[src/rtl/multicycle_ctrl_if.sv]
// Shared memory-port handshake between the multicycle control FSM and the memory.
// The controller drives the request side; memory answers with a one-cycle ack.
interface multicycle_ctrl_if;
    logic mem_req;
    logic mem_we;
    logic mem_sel_data;
    logic mem_ack;

    modport master (
        output mem_req,
        output mem_we,
        output mem_sel_data,
        input  mem_ack
    );

    modport slave (
        input  mem_req,
        input  mem_we,
        input  mem_sel_data,
        output mem_ack
    );
endinterface

[src/rtl/multicycle_ctrl.sv]
// Multi-cycle MIPS control FSM: FETCH/DECODE/EXEC/MEM/WB sequencing on one clock,
// shared memory-port arbitration with timeout, datapath select decode and retire counting.
module multicycle_ctrl #(
    parameter int MEM_TIMEOUT = 16,
    parameter int RET_W       = 32
) (
    input  logic                clk,
    input  logic                rst_n,
    multicycle_ctrl_if.master   mem,
    input  logic [5:0]          opcode,
    input  logic [5:0]          func,
    input  logic                alu_zero,
    output logic                ir_we,
    output logic                pc_we,
    output logic [1:0]          pc_src,
    output logic                alu_src_b,
    output logic [3:0]          alu_ctrl,
    output logic                reg_we,
    output logic                reg_dst,
    output logic                mem_to_reg,
    output logic [RET_W-1:0]    retired,
    output logic [1:0]          err,
    output logic [2:0]          state
);

    typedef enum logic [2:0] {
        S_FETCH  = 3'd0,
        S_DECODE = 3'd1,
        S_EXEC   = 3'd2,
        S_MEM    = 3'd3,
        S_WB     = 3'd4,
        S_ERROR  = 3'd7
    } state_t;

    typedef enum logic [2:0] {
        C_RTYPE,
        C_ADDI,
        C_LW,
        C_SW,
        C_BEQ,
        C_J,
        C_ILLEGAL
    } iclass_t;

    localparam logic [5:0] OP_RTYPE = 6'b000000;
    localparam logic [5:0] OP_ADDI  = 6'b001000;
    localparam logic [5:0] OP_LW    = 6'b100011;
    localparam logic [5:0] OP_SW    = 6'b101011;
    localparam logic [5:0] OP_BEQ   = 6'b000100;
    localparam logic [5:0] OP_J     = 6'b000010;

    localparam logic [5:0] FN_ADD = 6'b100000;
    localparam logic [5:0] FN_SUB = 6'b100010;
    localparam logic [5:0] FN_AND = 6'b100100;
    localparam logic [5:0] FN_OR  = 6'b100101;
    localparam logic [5:0] FN_SLT = 6'b101010;

    localparam logic [3:0] ALU_AND = 4'b0000;
    localparam logic [3:0] ALU_OR  = 4'b0001;
    localparam logic [3:0] ALU_ADD = 4'b0010;
    localparam logic [3:0] ALU_SUB = 4'b0110;
    localparam logic [3:0] ALU_SLT = 4'b0111;

    localparam logic [1:0] PC_SEQ    = 2'b00;
    localparam logic [1:0] PC_BRANCH = 2'b01;
    localparam logic [1:0] PC_JUMP   = 2'b10;

    localparam logic [1:0] ERR_NONE    = 2'b00;
    localparam logic [1:0] ERR_ILLEGAL = 2'b01;
    localparam logic [1:0] ERR_TIMEOUT = 2'b10;

    // Counter only needs to reach MEM_TIMEOUT-1: the limit is detected on the
    // last waiting cycle so that an ack arriving in that same cycle still wins.
    localparam int              TW      = (MEM_TIMEOUT > 1) ? $clog2(MEM_TIMEOUT) : 1;
    localparam bit              TMO_EN  = (MEM_TIMEOUT > 0);
    localparam logic [TW-1:0]   T_LIMIT = TW'((MEM_TIMEOUT > 0) ? MEM_TIMEOUT - 1 : 0);
    localparam logic [TW-1:0]   T_ONE   = TW'(1);
    localparam logic [RET_W-1:0] R_ONE  = RET_W'(1);

    function automatic iclass_t decode_class(input logic [5:0] op, input logic [5:0] fn);
        iclass_t c;
        c = C_ILLEGAL;
        unique case (op)
            OP_RTYPE: begin
                if (fn == FN_ADD || fn == FN_SUB || fn == FN_AND ||
                    fn == FN_OR  || fn == FN_SLT)
                    c = C_RTYPE;
            end
            OP_ADDI: c = C_ADDI;
            OP_LW:   c = C_LW;
            OP_SW:   c = C_SW;
            OP_BEQ:  c = C_BEQ;
            OP_J:    c = C_J;
            default: c = C_ILLEGAL;
        endcase
        return c;
    endfunction

    function automatic logic [3:0] alu_for_func(input logic [5:0] fn);
        logic [3:0] a;
        unique case (fn)
            FN_SUB:  a = ALU_SUB;
            FN_AND:  a = ALU_AND;
            FN_OR:   a = ALU_OR;
            FN_SLT:  a = ALU_SLT;
            default: a = ALU_ADD;
        endcase
        return a;
    endfunction

    state_t           state_q, state_d;
    iclass_t          cls_q;
    logic [3:0]       rfn_alu_q;
    logic [1:0]       err_q, err_d;
    logic [TW-1:0]    tcnt_q, tcnt_d;
    logic [RET_W-1:0] retired_q;
    logic             retire;
    logic             tmo_hit;

    logic       req_c, we_c, sel_c;
    logic       ir_we_c, pc_we_c, alu_src_b_c;
    logic       reg_we_c, reg_dst_c, mem_to_reg_c;
    logic [1:0] pc_src_c;
    logic [3:0] alu_ctrl_c;

    assign tmo_hit = TMO_EN && (tcnt_q == T_LIMIT);

    always_ff @(posedge clk or negedge rst_n) begin
        if (!rst_n) begin
            state_q   <= S_FETCH;
            err_q     <= ERR_NONE;
            tcnt_q    <= '0;
            retired_q <= '0;
            cls_q     <= C_ILLEGAL;
            rfn_alu_q <= ALU_ADD;
        end else begin
            state_q <= state_d;
            err_q   <= err_d;
            tcnt_q  <= tcnt_d;
            if (retire)
                retired_q <= retired_q + R_ONE;
            // IR is stable from DECODE on; capture the class once so later states need not re-decode.
            if (state_q == S_DECODE) begin
                cls_q     <= decode_class(opcode, func);
                rfn_alu_q <= alu_for_func(func);
            end
        end
    end

    always_comb begin
        state_d      = state_q;
        err_d        = err_q;
        retire       = 1'b0;
        req_c        = 1'b0;
        we_c         = 1'b0;
        sel_c        = 1'b0;
        ir_we_c      = 1'b0;
        pc_we_c      = 1'b0;
        pc_src_c     = PC_SEQ;
        alu_src_b_c  = 1'b0;
        alu_ctrl_c   = ALU_ADD;
        reg_we_c     = 1'b0;
        reg_dst_c    = 1'b0;
        mem_to_reg_c = 1'b0;

        unique case (state_q)
            S_FETCH: begin
                req_c = 1'b1;
                if (mem.mem_ack) begin
                    ir_we_c = 1'b1;
                    pc_we_c = 1'b1;
                    state_d = S_DECODE;
                end else if (tmo_hit) begin
                    err_d   = ERR_TIMEOUT;
                    state_d = S_ERROR;
                end
            end

            S_DECODE: begin
                if (decode_class(opcode, func) == C_ILLEGAL) begin
                    err_d   = ERR_ILLEGAL;
                    state_d = S_ERROR;
                end else begin
                    state_d = S_EXEC;
                end
            end

            S_EXEC: begin
                unique case (cls_q)
                    C_RTYPE: begin
                        alu_ctrl_c = rfn_alu_q;
                        state_d    = S_WB;
                    end
                    C_ADDI: begin
                        alu_src_b_c = 1'b1;
                        state_d     = S_WB;
                    end
                    C_LW, C_SW: begin
                        alu_src_b_c = 1'b1;
                        state_d     = S_MEM;
                    end
                    C_BEQ: begin
                        alu_ctrl_c = ALU_SUB;
                        if (alu_zero) begin
                            pc_we_c  = 1'b1;
                            pc_src_c = PC_BRANCH;
                        end
                        retire  = 1'b1;
                        state_d = S_FETCH;
                    end
                    C_J: begin
                        pc_we_c  = 1'b1;
                        pc_src_c = PC_JUMP;
                        retire   = 1'b1;
                        state_d  = S_FETCH;
                    end
                    default: state_d = S_ERROR;
                endcase
            end

            S_MEM: begin
                // Address stays on the ALU output for the whole request.
                req_c       = 1'b1;
                sel_c       = 1'b1;
                alu_src_b_c = 1'b1;
                we_c        = (cls_q == C_SW);
                if (mem.mem_ack) begin
                    if (cls_q == C_SW) begin
                        retire  = 1'b1;
                        state_d = S_FETCH;
                    end else begin
                        state_d = S_WB;
                    end
                end else if (tmo_hit) begin
                    err_d   = ERR_TIMEOUT;
                    state_d = S_ERROR;
                end
            end

            S_WB: begin
                reg_we_c     = 1'b1;
                reg_dst_c    = (cls_q == C_RTYPE);
                mem_to_reg_c = (cls_q == C_LW);
                retire       = 1'b1;
                state_d      = S_FETCH;
            end

            S_ERROR: begin
                state_d = S_ERROR;
            end

            default: state_d = S_ERROR;
        endcase

        // Wait counter: restarts on any state change or ack, counts while a request is unanswered.
        if (state_d != state_q || mem.mem_ack || !req_c)
            tcnt_d = '0;
        else
            tcnt_d = tcnt_q + T_ONE;
    end

    // Strobes are forced low while reset is held, so nothing toggles before the first real FETCH cycle.
    assign mem.mem_req      = rst_n & req_c;
    assign mem.mem_we       = rst_n & req_c & we_c;
    assign mem.mem_sel_data = rst_n & sel_c;
    assign ir_we            = rst_n & ir_we_c;
    assign pc_we            = rst_n & pc_we_c;
    assign pc_src           = rst_n ? pc_src_c : PC_SEQ;
    assign alu_src_b        = rst_n & alu_src_b_c;
    assign alu_ctrl         = rst_n ? alu_ctrl_c : ALU_ADD;
    assign reg_we           = rst_n & reg_we_c;
    assign reg_dst          = rst_n & reg_dst_c;
    assign mem_to_reg       = rst_n & mem_to_reg_c;
    assign retired          = retired_q;
    assign err              = err_q;
    assign state            = state_q;

endmodule
[src/flat_wrapper.sv]
// flat-port wrapper written by rule: the top's interface ports become plain ports
module multicycle_ctrl_flat 
#(
    parameter int MEM_TIMEOUT = 16,
    parameter int RET_W       = 32
)
  (clk, rst_n, opcode, func, alu_zero, ir_we, pc_we, pc_src, alu_src_b, alu_ctrl, reg_we, reg_dst, mem_to_reg, retired, err, state, mem_mem_req, mem_mem_we, mem_mem_sel_data, mem_mem_ack);
  multicycle_ctrl_if mem_i ();
  input  logic clk;
  input  logic rst_n;
  input  logic [5:0] opcode;
  input  logic [5:0] func;
  input  logic alu_zero;
  output logic ir_we;
  output logic pc_we;
  output logic [1:0] pc_src;
  output logic alu_src_b;
  output logic [3:0] alu_ctrl;
  output logic reg_we;
  output logic reg_dst;
  output logic mem_to_reg;
  output logic [RET_W-1:0] retired;
  output logic [1:0] err;
  output logic [2:0] state;
  output wire logic [$bits(mem_i.mem_req)-1:0] mem_mem_req;
  output wire logic [$bits(mem_i.mem_we)-1:0] mem_mem_we;
  output wire logic [$bits(mem_i.mem_sel_data)-1:0] mem_mem_sel_data;
  input wire logic [$bits(mem_i.mem_ack)-1:0] mem_mem_ack;
  assign mem_mem_req = mem_i.mem_req;
  assign mem_mem_we = mem_i.mem_we;
  assign mem_mem_sel_data = mem_i.mem_sel_data;
  assign mem_i.mem_ack = mem_mem_ack;
  multicycle_ctrl #(.MEM_TIMEOUT(MEM_TIMEOUT), .RET_W(RET_W)) u_core (.clk(clk), .rst_n(rst_n), .mem(mem_i), .opcode(opcode), .func(func), .alu_zero(alu_zero), .ir_we(ir_we), .pc_we(pc_we), .pc_src(pc_src), .alu_src_b(alu_src_b), .alu_ctrl(alu_ctrl), .reg_we(reg_we), .reg_dst(reg_dst), .mem_to_reg(mem_to_reg), .retired(retired), .err(err), .state(state));
endmodule
[config.mk]
export PLATFORM = sky130hd
export DESIGN_NAME = multicycle_ctrl_flat
export DESIGN_NICKNAME = d
export VERILOG_FILES = /design/src/rtl/multicycle_ctrl_if.sv /design/src/rtl/multicycle_ctrl.sv /design/src/flat_wrapper.sv
export SDC_FILE = /design/constraint.sdc
export NUM_CORES = 1
export LEC_CHECK = 0
export BUFFER_PORTS_ARGS = -buffer_cell sky130_fd_sc_hd__buf_2
export CELL_PAD_IN_SITES_DETAIL_PLACEMENT = 1
export CELL_PAD_IN_SITES_GLOBAL_PLACEMENT = 2
export CORE_MARGIN = 5
export CORE_UTILIZATION = 25
export CTS_CLUSTER_DIAMETER = 150
export DETAILED_ROUTE_END_ITERATION = 7
export GPL_ROUTABILITY_DRIVEN = 0
export PLACE_DENSITY_LB_ADDON = 0.1
export SYNTH_ARGS = -nofsm -noshare
export SYNTH_HDL_FRONTEND = slang
export SYNTH_SLANG_ARGS = --single-unit
[constraint.sdc]
create_clock -name clk -period 5.4 [get_ports clk]
set_input_delay 1.08 -clock clk [delete_from_list [all_inputs] [get_ports clk]]
set_output_delay 1.08 -clock clk [all_outputs]
set_load 0.03 [all_outputs]
==> flow_summary.toml, run 1 <==
[timing]
finClkSkew_ps = 6.08
timing.slew.headroom_pct = 51.0
setup_violations = 0
period_share_pct = 65.2
tns_ps = 0
final.min_clock_period_ps = 3520
rsz0062_at_grt = "no"
fmax_ghz = 0.284
tightestPinTransition_ps = 733
drv_slew = 0
final_hold_viol_count = 0

[global_routing]
grtUsageTotal_pct = 12.0
overflow = 0
grt_max_degree = 50
grt_pass1_vias = 2499
grt_pass1_wl_mm = 13.0
antenna_found_initial = 0

[place]
dp_hpwl_mm = 5.87
postPlaceCellArea_mm2 = 0.00328
portBuffers = 66

[hold_path]
min_path_type = "reg -> reg"
whs_path_depth = 1

[detailed_routing]
drc = 0
vias = 2338
ant_nets = 0
first_iter_violations = 30
route.detailed.wl_per_inst_um = 16.7
dr.pass1.iters = 4
drt_wl_total_mm = 8.06
via_per_inst = 4.85

[logic_synthesis]
synth-async-reset-ratio_pct = 100
avgSynthCellArea_um2 = 10.2
yosysMostFrequentCell = "dfrtp_1"
yosysSeqAreaShare_pct = 41.5
yosysWarnings = 0
synth_top_area_share_pct = 38.7
synthTopCellsByCount = "dfrtp_1 (44), xor2_1 (30), nand2_1 (20), nor2_1 (18)"
yosysTopAreaCell = "dfrtp_1"
synthTopCellsByArea = "dfrtp_1 (39%), xor2_1 (9.2%), a2111oi_2 (6.9%)"
syn-instance-count = 279
synth_flop_cell = "dfrtp_1"
synth_cell_types = 55
syn_nets = 300
synth-seq-cells = 47
synth_edf_count = 0
syn_area_mm2 = 0.00284

[worst_setup_path]
slowest_delay_ps = 530
crit_chain = "buf_2 -> buf_4 -> nand3_1 -> nor4_1 -> buf_2"
crit_required_ps = 4320
worstSetupPathType = "in -> out"
end_kind = "output port"
crit_arrival_ps = 2440
start_kind = "input pin"
ff2ff_path_depth = 7
crit_top_cell = "buf_2"
slowest_stage = "buf_4"
worstPathMaxFanout = 49

[run]
cap_violations = 0

[floorplan]
initial_core_util_pct = 25.2
die-area_mm2 = 0.0136
fp.dieH_um = 117
core_mm2 = 0.0113
fp.dieW_um = 117
pin_count = 68
row_count = 39

[layout]
seq_area_mm2 = 0.00118
diodes = 0
fin_nets = 359
fillers = 1320
utilization_pct = 30.4
final_area_mm2 = 0.00343
final_layout_size_suffix_gt1_share_pct = 29.2
multi_input_area_mm2 = 0.00152
syn2layout_area_growth_pct = 20.5

[cts]
cts_root_buffer = "clkbuf_16"
numCtsBuffers = 5
htree_levels = 2
cts_tree = "built"
cts_hold_buf = 0
post-cts-setup-buffer-count = 0
cts-resized-gates = 0
clk_latency_ps = 290
clk_pin_slew_worst_paths_ps = 60
cts.sinks = 47
cts_max_path_buffers = 2

[power_and_ir_drop]
cellPowerDensity_mw_per_mm2 = 259
power.leakage_nw = 1.25
ir_drop_mv = 0.131
p_total_w = 0.000889

[status]
status = "finished, final reports clean"
kinds of logic after synthesis:
family / share of synthesized area, %
AO/OA/AOI/OAI: 19.6
XOR/XNOR: 10.8
adder cells (fa/ha/maj): 2.55
buffers and inverters: 4.93
flip-flops: 41.5
multiplexers: 1.50
other: 0.132
AND/OR/NAND/NOR: 19.0
cell type report:
cell class | count | area share (%)
Timing Repair Buffer | 68 | 10.1
Multi-Input combinational cell | 203 | 44.5
Inverter | 13 | 1.42
Tap cell | 143 | 5.22
Clock inverter | 1 | 0.255
Clock buffer | 7 | 4.16
Sequential cell | 47 | 34.4
where the power goes:
part           switching (W)  leakage [nW]  internal (W)
Combinational      0.0000937         0.700     0.0000530
Sequential         0.0000493         0.477      0.000375
Clock               0.000133        0.0741      0.000185
Total               0.000276          1.25      0.000613
sequential cells by signal, indices dropped and copies added (netlist names):
name and cells:
u_core.retired 32, u_core.state 3, u_core.tcnt_q 4, u_core.cls_q 3, u_core.err 2, u_core.rfn_alu_q 3
worst paths after layout:
kind                            slack, ps               start                  to
worst max-delay path                 1880               rst_n          mem_to_reg
worst min-delay path                  460  u_core.retired[31]  u_core.retired[31]
worst max register to register       3150     u_core.cls_q[1]   u_core.retired[1]
worst min register to register        460  u_core.retired[31]  u_core.retired[31]
max in group asynchronous            4000               rst_n   u_core.retired[1]
min in group asynchronous             960               rst_n  u_core.retired[13]
critical path, delay by kind of cell:
family	cells	cell delay, ps
buffers and inverters	3	890
AND/OR/NAND/NOR	2	430
cells in the final DEF (no fill, tap or decap), types with 4 or more instances in the layout:
master / Yosys / layout
xor2_1: 30 / 30
nor4_1: 5 / 5
xnor2_1: 5 / 5
a21oi_1: 5 / 5
clkbuf_16: 0 / 5
and2_1: 4 / 4
ha_1: 5 / 5
and3_1: 4 / 4
inv_1: 13 / 13
nand3_1: 12 / 12
buf_2: 4 / 66
nand2_1: 20 / 20
dfrtp_1: 44 / 44
nor3_1: 4 / 4
a2111oi_2: 13 / 13
nand4_1: 7 / 7
nor2_1: 18 / 18
o21ai_0: 6 / 6
and4_1: 6 / 6
a211oi_1: 13 / 13
per-stage QoR:
| stage | std cells | worst slack [ps] | hold slack [ps] |
|---|---|---|---|
| floorplan | 279 | 1990 | 433 |
| global placement | 474 | 1870 | 451 |
| detailed placement | 474 | 1810 | 460 |
| CTS | 482 | 1790 | 469 |
| global route | 482 | 1630 | 480 |
| finish | 482 | 1880 | 460 |
layer usage:
metal | wire (um) | GRT usage [%] | vias to the layer above
li1 | - | - | 1135
met2 | 3850 | 20.3 | 40
met4 | 62 | 2.75 | 0
met5 | 0 | 0 | -
met3 | 326 | 2.49 | 7
met1 | 3830 | 15.8 | 1156
Power figures use the tool's default switching activity.
==> run 2, diff against run 1 <==
--- a/config.mk
+++ b/config.mk
@@ -5,6 +5,7 @@
 export SDC_FILE = /design/constraint.sdc
 export NUM_CORES = 1
 export LEC_CHECK = 0
+export ABC_AREA = 1
 export BUFFER_PORTS_ARGS = -buffer_cell sky130_fd_sc_hd__buf_2
 export CELL_PAD_IN_SITES_DETAIL_PLACEMENT = 1
 export CELL_PAD_IN_SITES_GLOBAL_PLACEMENT = 2
==> constraint.sdc (replaced) <==
create_clock -name clk -period 3.19 [get_ports clk]
set_input_delay 0.638 -clock clk [delete_from_list [all_inputs] [get_ports clk]]
set_output_delay 0.638 -clock clk [all_outputs]
set_load 0.03 [all_outputs]
==> flow_summary.toml, run 2 <==
[worst_setup_path]
start_kind = "flop"
crit_required_ps = 2550
ff2ff_setup_slack_ps = 1110
end_kind = "output port"
crit_arrival_ps = 1780
worstSetupPathType = "reg -> out"
worstPathMaxFanout = 6

[cts]
cts_tree = "built"
numCtsBuffers = 5
cts_max_path_buffers = 2
cts_root_buffer = "clkbuf_16"
cts.sinks = 47
cts_hold_buf = 0
post-cts-setup-buffer-count = 0
clk_latency_ps = 290
cts-resized-gates = 0
clk_pin_slew_worst_paths_ps = 60
htree_levels = 2

[layout]
mostFrequentLayoutCells = "nand2_1 (85), buf_2 (66), inv_1 (46), dfrtp_1 (44), nor2_1 (42)"
syn2layout_area_growth_pct = 21.0
final_area_mm2 = 0.00357
fin_nets = 474
final_layout_size_suffix_gt1_share_pct = 23.6
final_common_cell = "nand2_1"
largest_register_ffs = 32
utilization_pct = 31.0
diodes = 0

[logic_synthesis]
syn_area_mm2 = 0.00295
synth-seq-cells = 47
synth_cell_types = 40
yosysTopAreaCell = "dfrtp_1"
syn_nets = 404
yosysMostFrequentCell = "nand2_1"
syn-instance-count = 383
synthTopCellsByArea = "dfrtp_1 (37%), nand2_1 (11%), xor2_1 (5.9%)"
avgSynthCellArea_um2 = 7.71
yosysWarnings = 0
synth_flop_cell = "dfrtp_1"
synthTopCellsByCount = "nand2_1 (85), inv_1 (46), dfrtp_1 (44), nor2_1 (42), nand3_1 (25)"
synth_top_area_share_pct = 37.3
synth-async-reset-ratio_pct = 100
synth_edf_count = 0
yosysSeqAreaShare_pct = 39.9

[timing]
tns_ps = 0
setup_violations = 0
tightestPinTransition_ps = 638
timing.slew.headroom_pct = 57.5
period_share_pct = 75.7
finClkSkew_ps = 9.91
rsz0062_at_grt = "no"
final.min_clock_period_ps = 2410
fmax_ghz = 0.414
drv_slew = 0
final_hold_viol_count = 0

[detailed_routing]
drt_wl_total_mm = 8.73
ant_nets = 0
dr.pass1.iters = 4
first_iter_violations = 75
route.detailed.wl_per_inst_um = 14.7
vias = 2693
drc = 0
via_per_inst = 4.52

[power_and_ir_drop]
power_frac_comb_pct = 3.5
ir_drop_mv = 0.166
power_switching_share_pct = 21.9
p_int_w = 0.000914
switching_power_w = 0.000256
clkPwrFrac_pct = 45.5
pwr-share-seq_pct = 51.0
power.leakage_nw = 1.75
cellPowerDensity_mw_per_mm2 = 327

[floorplan]
fp.dieW_um = 119
initial_core_util_pct = 25.7
row_count = 39
die-area_mm2 = 0.0141
fp.dieH_um = 119
pin_count = 68
core_mm2 = 0.0115

[global_routing]
grt_pass1_wl_mm = 14.7
grt_pass1_vias = 2777
grtUsageTotal_pct = 12.8
overflow = 0
antenna_found_initial = 0
grt_max_degree = 48

[place]
portBuffers = 66
postPlaceCellArea_mm2 = 0.00343
dp_hpwl_mm = 7.04

[hold_path]
min_path_type = "reg -> reg"

[status]
status = "finished, final reports clean"

[run]
cap_violations = 0
-- run 2: changes by cell type after synthesis, moves of 5 or more --
cell	before	now
nor2_1	18	42
and4_1	6	0
a2111oi_2	13	0
inv_1	13	46
nand2_1	20	85
nor3_1	4	22
o21ai_0	6	20
inv_2	0	5
nor2_2	0	9
xor2_1	30	20
xnor2_1	5	10
a211oi_1	13	0
nand3_1	12	25
-- run 2: routing by layer --
metal / wire length [um] / global-route usage (%) / share of wire, %
met3: 303 / 2.34 / 3.5
met4: 97 / 3.26 / 1.1
met5: 0 / 0 / 0
met1: 4570 / 18.9 / 52
met2: 3760 / 19.2 / 43
-- run 2: final timing paths --
kind	to	startpoint	depth (start not counted)
min	u_core.err[0]	u_core.err[0]	2
max reg2reg	u_core.retired[18]	u_core.state[0]	8
min reg2reg	u_core.err[0]	u_core.err[0]	2
min in group asynchronous	u_core.state[1]	rst_n	2
max in group asynchronous	u_core.retired[20]	rst_n	2
max	pc_we	u_core.cls_q[1]	7
-- run 2: area by class of cell --
type,count,area [um^2]
Tap cell,143,179
Clock inverter,1,5.00
Multi-Input combinational cell,278,1530
Timing Repair Buffer,68,345
Inverter,53,200
Sequential cell,47,1180
Clock buffer,6,139
Fill cell,1447,7940
-- run 2: worst max-delay path: stages, from the launching register on --
cell	delay, ps
dfstp_2	580
inv_1	90
ha_1	200
nand2_1	150
a21oi_1	80
a21oi_1	150
nor2_1	60
buf_2	180
-- run 2: power by group through the flow --
stage               combinational [W]  clock, W  sequential [W]
global route                0.0000493  0.000584        0.000595
detailed placement          0.0000434         0        0.000607
CTS                         0.0000435  0.000557        0.000596
finish                      0.0000413  0.000532        0.000596
global placement            0.0000424         0        0.000607
floorplan                   0.0000147         0        0.000607
-- run 2: stage by stage --
step,power (W),std cells,worst slack [ps],hold WS [ps]
floorplan,0.000622,383,843,342
global placement,0.000650,589,1050,464
detailed placement,0.000650,589,1040,470
CTS,0.00120,596,754,486
global route,0.00123,596,626,504
finish,0.00117,596,776,472
-- run 2: cells by family after synthesis --
group	synth area share (%)
AO/OA/AOI/OAI	5.89
flip-flops	39.9
adder cells (fa/ha/maj)	2.12
AND/OR/NAND/NOR	34.6
other	0.127
buffers and inverters	8.43
XOR/XNOR	8.89
==> run 3, diff against run 2 <==
--- a/config.mk
+++ b/config.mk
@@ -5,7 +5,7 @@
 export SDC_FILE = /design/constraint.sdc
 export NUM_CORES = 1
 export LEC_CHECK = 0
-export ABC_AREA = 1
+export ABC_AREA = 0
 export BUFFER_PORTS_ARGS = -buffer_cell sky130_fd_sc_hd__buf_2
 export CELL_PAD_IN_SITES_DETAIL_PLACEMENT = 1
 export CELL_PAD_IN_SITES_GLOBAL_PLACEMENT = 2
==> constraint.sdc (replaced) <==
create_clock -name clk -period 2.3 [get_ports clk]
set_input_delay 0.46 -clock clk [delete_from_list [all_inputs] [get_ports clk]]
set_output_delay 0.46 -clock clk [all_outputs]
set_load 0.03 [all_outputs]
==> flow_summary.toml, run 3 (synthesis gave the netlist of run 1 again) <==
[status]
status = "finished, final reports clean"

[timing]
worst_slack_ps = 82.7
drv_slew = 0
setup_violations = 0
period_share_pct = 96.4
tns_ps = 0
final_hold_viol_count = 0
tightestPinTransition_ps = 581
timing.slew.headroom_pct = 61.3
finClkSkew_ps = 9.47
fmax_ghz = 0.451
final.min_clock_period_ps = 2220

[layout]
final-instance-count-excl-fill = 495
syn2layout_area_growth_pct = 27.4
fin_nets = 372
mostFrequentLayoutCells = "buf_2 (64), dfrtp_1 (42), xor2_1 (30), nand2_1 (19), nor2_1 (17)"
final_layout_size_suffix_gt1_share_pct = 35.2
final_common_cell = "buf_2"
diodes = 0
largest_register_ffs = 32

[worst_setup_path]
ff2ff_path_depth = 4
crit_chain = "buf_4 -> nor2_2 -> nand3_2 -> nor4_4 -> buf_6"
end_kind = "output port"
start_kind = "flop"
crit_required_ps = 1840
slowest_stage = "dfrtp_1"
ff2ff_setup_slack_ps = 240
slowest_delay_ps = 420
worstSetupPathType = "reg -> out"
worstPathMaxFanout = 12
crit_arrival_ps = 1760

[detailed_routing]
via_per_inst = 4.94
ant_nets = 0
first_iter_violations = 86
route.detailed.wl_per_inst_um = 17.0
drt_wl_total_mm = 8.40
drc = 0
dr.pass1.iters = 4
vias = 2443

[cts]
cts_hold_buf = 0
cts_tree = "built"
cts_root_buffer = "clkbuf_16"
htree_levels = 2
clk_latency_ps = 300
cts.sinks = 47
clk_pin_slew_worst_paths_ps = 70
numCtsBuffers = 5
cts_max_path_buffers = 2

[global_routing]
use_met3_pct = 3.06
antenna_found_initial = 1
grt_pass1_vias = 2567
grt_max_degree = 43
gr-usage-met1_pct = 16.7
grtUsageTotal_pct = 12.8
busiest_layer = "met2"
grt_use_met2_pct = 21.4
grt_pass1_wl_mm = 13.7
overflow = 0

[floorplan]
initial_core_util_pct = 25.2
fp.dieW_um = 117
row_count = 39
core_mm2 = 0.0113
die-area_mm2 = 0.0136
pin_count = 68
fp.dieH_um = 117

[power_and_ir_drop]
power.leakage_nw = 1.33
pwr-share-seq_pct = 41.0
power_switching_share_pct = 30.6
p_int_w = 0.00159
ir_drop_mv = 0.347
power_frac_comb_pct = 19.8
switching_power_w = 0.000702
clkPwrFrac_pct = 39.2
cellPowerDensity_mw_per_mm2 = 634

[run]
cap_violations = 0

[place]
portBuffers = 66
dp_hpwl_mm = 6.18
dp_cells = 485
dp_slack_ps = 239

[hold_path]
min_path_type = "in -> async"
-- run 3: cell count changes in the layout (fill, tap and decap cells not counted), sizes merged, moves of 10 or more --
cell,delta
a2111oi,+14
nand3,-16
o21ai,-16
nand2,-70
buf,+13
xor2,+10
nor3,-19
a211oi,+13
inv,-37
nor2,-35
-- run 3: power by group through the flow --
| stage | Sequential [W] | Clock [W] | Combinational [W] |
|---|---|---|---|
| after CTS | 0.000938 | 0.000924 | 0.000457 |
| after global placement | 0.000954 | 0 | 0.000453 |
| after global routing | 0.000953 | 0.000955 | 0.000501 |
| final | 0.000941 | 0.000901 | 0.000454 |
| after detailed placement | 0.000954 | 0 | 0.000452 |
| after floorplan | 0.000995 | 0 | 0.000232 |
-- run 3: final timing paths --
path / from / endpoint
max: u_core.state[0] / mem_to_reg
min: rst_n / u_core.err[1]
max reg2reg: u_core.cls_q[1] / u_core.retired[30]
min reg2reg: u_core.tcnt_q[0] / u_core.tcnt_q[0]
max in group asynchronous: rst_n / u_core.state[1]
min in group clk: func[4] / u_core.rfn_alu_q[0]
-- run 3: per-stage QoR --
step	total power (W)	hold WS [ps]	cell area, um^2	utilization, %
global placement	0.00141	391	3390	30.1
detailed placement	0.00141	390	3390	30.1
CTS	0.00232	73.3	3580	31.7
floorplan	0.00123	164	2860	-
finish	0.00230	81.4	3620	32.1
global route	0.00241	91.3	3620	32.1
-- run 3: what timing repair did --
| item | CTS | global route |
|---|---|---|
| endpoints found under the setup margin | 1 | 4 |
| pin swaps | 0 | 3 |
| buffers inserted | 1 | 1 |
| gates resized for setup | 2 | 13 |
| hold endpoints to repair | 0 | 0 |
-- run 3: area by class of cell --
| class | instances | area, um^2 |
|---|---|---|
| fill | 1299 | 7650 |
| multi-input combinational | 203 | 1570 |
| sequential | 47 | 1180 |
| timing repair buffer | 81 | 464 |
| tap | 143 | 179 |
| clock buffer | 6 | 139 |
| inverter | 13 | 51.3 |
| clock inverter | 2 | 38.8 |
-- run 3: critical path, delay by kind of cell (launching register included) --
kind	cells	cell delay (ps)
DFF	1	420
and+or+nand+nor	3	670
buffers and inverters	2	370
-- run 3: metal layers --
layer | vias up | wire (um)
met5 | - | 13
met4 | 2 | 81
met3 | 10 | 367
met2 | 39 | 4170
met1 | 1220 | 3760
li1 | 1172 | -
